File: config.mk
export PLATFORM = sky130hd
export DESIGN_NAME = ram_access_ctrl
export DESIGN_NICKNAME = d
export VERILOG_FILES = /design/src/rtl/ram_access_ctrl.sv
export SDC_FILE = /design/constraint.sdc
export NUM_CORES = 1
export LEC_CHECK = 0
export CORE_UTILIZATION = 42
export CTS_CLUSTER_DIAMETER = 30
export DETAILED_ROUTE_END_ITERATION = 16
export PLACE_DENSITY = 0.84
export SLEW_MARGIN = 40
export SYNTH_ARGS = -nofsm -noshare
export SYNTH_HDL_FRONTEND = slang
export SYNTH_SLANG_ARGS = --single-unit
File: constraint.sdc
create_clock -name clk -period 3 [get_ports clk]
set_input_delay 0.3 -clock clk [delete_from_list [all_inputs] [get_ports clk]]
set_output_delay 0.3 -clock clk [all_outputs]
set_load 0.02 [all_outputs]
File: src/rtl/ram_access_ctrl.sv
// Single-word request sequencer for the combinational RAMblock data memory.
// The address and data go out in SETUP, the strobe lasts waitcycles+1 clocks, then HOLD, then an ack pulse.
module ram_access_ctrl #(
    parameter int unsigned adlines    = 8,
    parameter int unsigned datalines  = 16,
    parameter int unsigned ramsize    = 256,
    parameter int unsigned waitcycles = 1
) (
    input  logic                 clk,
    input  logic                 reset,
    input  logic                 req,
    input  logic                 we,
    input  logic [adlines-1:0]   cpu_addr,
    input  logic [datalines-1:0] cpu_wdata,
    output logic [datalines-1:0] cpu_rdata,
    output logic                 ack,
    output logic                 err,
    output logic                 busy,
    output logic [adlines-1:0]   mem_address,
    output logic [datalines-1:0] mem_datain,
    input  logic [datalines-1:0] mem_dataout,
    output logic                 mem_read,
    output logic                 mem_write
);

    localparam int unsigned CntW = 4;

    typedef enum logic [2:0] {
        S_IDLE,
        S_SETUP,
        S_STROBE,
        S_HOLD,
        S_DONE,
        S_ERR
    } state_e;

    state_e                 state_q, state_d;
    logic [CntW-1:0]        cnt_q, cnt_d;
    logic                   we_q, we_d;
    logic [adlines-1:0]     addr_q, addr_d;
    logic [datalines-1:0]   wdata_q, wdata_d;
    logic [datalines-1:0]   rdata_q, rdata_d;
    logic                   ack_q, ack_d;
    logic                   err_q, err_d;
    logic                   busy_q, busy_d;
    logic                   rd_q, rd_d;
    logic                   wr_q, wr_d;
    logic                   out_of_range_c;

    // The address is zero-extended before the range compare, so a full address space never reports an error.
    assign out_of_range_c = (32'(cpu_addr) >= 32'(ramsize));

    // State and registered outputs
    always_ff @(posedge clk or posedge reset) begin
        if (reset) begin
            state_q <= S_IDLE;
            cnt_q   <= '0;
            we_q    <= 1'b0;
            addr_q  <= '0;
            wdata_q <= '0;
            rdata_q <= '0;
            ack_q   <= 1'b0;
            err_q   <= 1'b0;
            busy_q  <= 1'b0;
            rd_q    <= 1'b0;
            wr_q    <= 1'b0;
        end else begin
            state_q <= state_d;
            cnt_q   <= cnt_d;
            we_q    <= we_d;
            addr_q  <= addr_d;
            wdata_q <= wdata_d;
            rdata_q <= rdata_d;
            ack_q   <= ack_d;
            err_q   <= err_d;
            busy_q  <= busy_d;
            rd_q    <= rd_d;
            wr_q    <= wr_d;
        end
    end

    // Next state. The output flops are decoded from the next state so that they line up with it.
    always_comb begin
        state_d = state_q;
        cnt_d   = cnt_q;
        we_d    = we_q;
        addr_d  = addr_q;
        wdata_d = wdata_q;
        rdata_d = rdata_q;

        unique case (state_q)
            S_IDLE: begin
                if (req) begin
                    we_d = we;
                    if (out_of_range_c) begin
                        state_d = S_ERR;
                    end else begin
                        state_d = S_SETUP;
                        addr_d  = cpu_addr;
                        wdata_d = cpu_wdata;
                    end
                end
            end
            S_SETUP: begin
                cnt_d   = CntW'(waitcycles);
                state_d = S_STROBE;
            end
            S_STROBE: begin
                // RAM output is valid while the read strobe is high, so it is captured on the exit edge.
                if (cnt_q == '0) begin
                    state_d = S_HOLD;
                    if (!we_q) begin
                        rdata_d = mem_dataout;
                    end
                end else begin
                    cnt_d = cnt_q - CntW'(1);
                end
            end
            S_HOLD:  state_d = S_DONE;
            S_DONE:  state_d = S_IDLE;
            S_ERR:   state_d = S_IDLE;
            default: state_d = S_IDLE;
        endcase

        busy_d = (state_d != S_IDLE);
        ack_d  = (state_d == S_DONE) || (state_d == S_ERR);
        err_d  = (state_d == S_ERR);
        rd_d   = (state_d == S_STROBE) && !we_q;
        wr_d   = (state_d == S_STROBE) && we_q;
    end

    assign cpu_rdata   = rdata_q;
    assign ack         = ack_q;
    assign err         = err_q;
    assign busy        = busy_q;
    assign mem_address = addr_q;
    assign mem_datain  = wdata_q;
    assign mem_read    = rd_q;
    assign mem_write   = wr_q;

endmodule
Word level (Yosys, flattened, before mapping)
Cells that the tools add are included.

Add/subtract/negate cells: 1. Equal/unequal tests: 7. Mux-type cells: 5. Bitwise operators: 1. Reductions and logical operators: 11.

Operator list (count): case mux 3 bit (4 select lines) (1); equality test 3 x 2 -> 1 bit, second input constant (3); case mux 4 bit (2 select lines) (1); equality test 3 bit, second input constant (2); two-way mux 3 bit (2); logical NOT 4 bit (1); two-way mux 4 bit (1); AND reduction 2 bit (2); subtractor 4 x 1 -> 4 bit, second input constant (1); equality test 3 x 1 -> 1 bit, second input constant (1); logical NOT 3 bit (1); AND reduction 3 bit (1); nonzero test 3 bit (1); logical AND 1 bit (2); inequality test 2 bit, second input constant (1); nonzero test 2 bit (1); logical NOT 1 bit (1); logical OR 1 bit (1); NOT 1 bit (1).

Flip-flop bits (word level): 53. Input bits: 44. Output and inout bits: 45. Logic and storage cells: 36.

Logic depth before layout (Yosys ltp)
Depth in word-level cells: 5. Mapped depth: 7. Depth with buffers taken out: 5.

Worst setup path after synthesis
Ideal clock, no wire load.

Path kind: reg2reg. Start point: reg cnt_q[0]. End point: reg rdata_q[0] (netlist: cpu_rdata[0]). Library setup time: 125 ps. Arrival time: 2064 ps. Path slack: 811 ps. Stages on the path, launching flop included: 8. Path buffers: 2. Cell sequence: dfrtp_1 -> inv_1 -> ha_1 -> or3b_1 -> or4_4 -> buf_6 -> buf_12 -> mux2_4.

Longest elaborated chain between the ends: 2.

Ends and longest elaborated chain: start, declared (line 38) `logic [CntW-1:0] cnt_q, cnt_d;`; start signal, assigned (line 69) `cnt_q <= cnt_d;`; logical NOT 4 bit (line 110) `if (cnt_q == '0) begin`; AND reduction 3 bit (no source line); end signal, assigned (line 73) `rdata_q <= rdata_d;`; end, declared (line 42) `logic [datalines-1:0] rdata_q, rdata_d;`.

Every way passes these cells. A chain may end at the register's enable or synchronous reset.

Worst setup path after layout
Same ends and word-level chain as after synthesis.

==> reports/results.tsv <==
stage	metric	value	unit
critical_path	CP arrival	2.47	ns
cts	PostCTS Resize Cnt	0	
yosys	Cells after Synth	147	
finish	layout cell share with drive strength beyond 1	0.231	
global_route	GR peak layer	met2	
cts	# Post-CTS Setup Buffers	0	
finish	fill count	404	
global_route	gr ovfl total	0	
place	count of buffers from port buffering	88	
global_route	initial antenna violation count	0	
global_route	vias in the first global route	1592	
cts	Clock Tree Root	clkbuf_8	
power	clock share of power	0.135	
finish	Finished Cell Area	3200	µm²
timing	period utilisation layout	0.758	
global_route	GR Util met1	0.232	
place	dpl cell area	3090	µm²
floorplanning	FP Rows	25	
finish	register area	1330	µm²
route	antenna viol nets, final	0	
global_route	met3 Use GR	0.0549	
power	Tot Pwr	0.00350	W
critical_path	WP data required	3.19	ns
cts	Clock transition at path regs	0.09	ns
global_route	met2 Resource Use GR	0.315	
cts	Skew-Pair Late Insertion Delay	0.30	ns
yosys	yosys synthesis warning count	0	
global_route	Total GRT Usage	0.185	
power	peak supply drop	0.444	mV
global_route	global-route wire length before repair	7490	µm
yosys	sequential share of the synthesized area	0.615	
floorplanning	die area	5430	µm²
timing	Final Slew Violations	0	
critical_path	Worst Setup End Kind	flip-flop	
route	DR vias	1475	
cts	CTS tree	built	
timing	Final TNS setup	0	ns
cts	CTS sink cnt	53	
status	status	completed	
place	routability cong.	0.791	
floorplanning	Starting Density	0.448	
critical_path	critical path peak fanout	16	
cts	CTS Buf Count	5	
timing	final setup violation count	0	
route	final WL	4610	µm
floorplanning	width of the die	73.7	µm
finish	multi-input logic area	768	µm²
timing	hold slack	0.280	ns
place	DPL Wire Length	3340	µm
global_route	pin count of the biggest net entering global routing	39	
yosys	Syn Nets	192	
finish	most frequent cells in the layout	clkdlybuf4s50_1 (88), dfrtp_1 (53), mux2_2 (31), mux2_4 (10), nor2_1 (6)	
yosys	Yosys cell types	31	
job	max cap viols	0	
cts	H-tree lvl count	2	
route	DRT Pass-1 Iters	4	
power	total internal power	0.00227	W
yosys	Synth Cell Area	2160	µm²
finish	final net count	282	
floorplanning	Core ar.	4820	µm²
finish	Final Core Density	0.665	
power	Sw Share	0.352	
floorplanning	Die Ht	73.7	µm
cts	Post-CTS Hold Buffers	0	
power	Seq pwr share	0.366	
finish	ANT cells	0	
power	Gate power share	0.499	
power	Leakage Power	1.37	nW
timing	Final Hold Vio Count	0	
timing	minimum clock period	2.27	ns
critical_path	Setup CP Type	reg2reg	
floorplanning	# IOs	89	
hold_path	worst hold path type	in2async	
route	Initial DRC Count	60	
finish	most common cell after layout, fill and taps aside	clkdlybuf4s50_1	
timing	RSZ-0062 raised after global routing	no	
route	Avg Vias per Cell	4.84	
power	sw power	0.00123	W
route	mean routed wirelength per cell	15.1	µm
timing	skew final	0.00892	ns
power	pwr/cell area	1090	nW/µm²
cts	Longest Clk Path Bufs	2	
yosys	syn_area_per_cell	14.7	µm²
critical_path	startpoint types	flip-flop	
timing	Fmax achieved	440	MHz
yosys	Seq cells post-synth	53	
finish	Area growth syn-to-layout	48.5	%
route	Residual DRC	0	
critical path, stage by stage, from the launching register on:
cell,delay (ns)
dfrtp_1,0.41
inv_1,0.10
ha_1,0.22
or3b_1,0.43
or4_4,0.67
mux2_4,0.35
area by class of cell:
cell class | count | share of cell area
inverters | 5 | 0.00586
clock inverters | 2 | 0.0121
repair buffers | 90 | 0.280
flip-flops and latches | 53 | 0.414
clock buffers | 6 | 0.0226
well taps | 67 | 0.0262
multi-input cells | 82 | 0.240
power by group through the flow:
stage	clock network, W	logic, W	registers, W
CTS	0.000489	0.00177	0.00128
finish	0.000473	0.00175	0.00128
global placement	0	0.00172	0.00128
detailed placement	0	0.00175	0.00130
global route	0.000520	0.00187	0.00133
floorplan	0	0.000660	0.00160
synthesized netlist by cell type:
| library cell | count | area, µm² |
|---|---|---|
| or4_4 | 1 | 11.3 |
| nor2b_1 | 4 | 25.0 |
| buf_2 | 2 | 10.0 |
| a31o_2 | 1 | 8.76 |
| ha_1 | 1 | 12.5 |
| buf_6 | 1 | 11.3 |
| o21ai_0 | 4 | 20.0 |
| a21oi_1 | 2 | 10.0 |
| or2b_1 | 1 | 7.51 |
| buf_12 | 1 | 20.0 |
| a21o_1 | 1 | 7.51 |
| nand3_1 | 3 | 15.0 |
| nand2b_1 | 1 | 6.26 |
| o211ai_1 | 1 | 7.51 |
| nor3_1 | 3 | 15.0 |
| clkbuf_1 | 3 | 11.3 |
| dfrtp_1 | 53 | 1330 |
| or3b_1 | 1 | 8.76 |
| or4_1 | 1 | 7.51 |
| nor2_1 | 6 | 22.5 |
| nor4b_2 | 1 | 15.0 |
| mux2_2 | 31 | 349 |
| o21ba_2 | 1 | 10.0 |
| a41oi_1 | 1 | 8.76 |
| o22ai_1 | 1 | 6.26 |
| nand2_1 | 1 | 3.75 |
| inv_1 | 5 | 18.8 |
| nor3b_1 | 2 | 15.0 |
| conb_1 | 1 | 3.75 |
| mux2_4 | 10 | 150 |
| nand4_1 | 2 | 12.5 |
sequential cells by signal (all words and copies together), names as in the netlist:
name         cells
we_q             1
mem_address      8
mem_read         1
mem_datain      16
cnt_q            4
ack              1
cpu_rdata       16
err              1
state_q          3
busy             1
mem_write        1
kinds of logic after synthesis:
group,count (synthesis),synth area share
compound gates,12,0.0365
simple gates,27,0.0766
other cells,1,0.00174
mux,41,0.231
fa+ha+maj,1,0.00580
buf+inv,12,0.0331
flops,53,0.615
worst paths after layout:
| kind | start | depth (start not counted) | end | slack, ns |
|---|---|---|---|---|
| worst max register to register | cnt_q[0] | 5 | cpu_rdata[0] | 0.73 |
| worst min-delay path | reset | 2 | mem_datain[9] | 0.28 |
| max in group asynchronous | reset | 3 | busy | 1.93 |
| worst max-delay path | cnt_q[0] | 5 | cpu_rdata[0] | 0.73 |
| worst min register to register | we_q | 1 | mem_read | 0.48 |
| min in group clk | we_q | 1 | mem_read | 0.48 |
layer usage:
metal	vias to the layer above	wire (µm)
met5	-	0
met4	0	14
met3	2	336
met2	63	2300
met1	717	1950
li1	693	-
per-stage QoR:
stage                     worst slack [ns]  instances
after floorplan                      0.811        147
after global placement               0.832        297
after detailed placement             0.753        297
after CTS                            0.730        305
after global routing                 0.635        305
final                                0.725        305
Note: power is estimated with default switching activity, not from simulation.
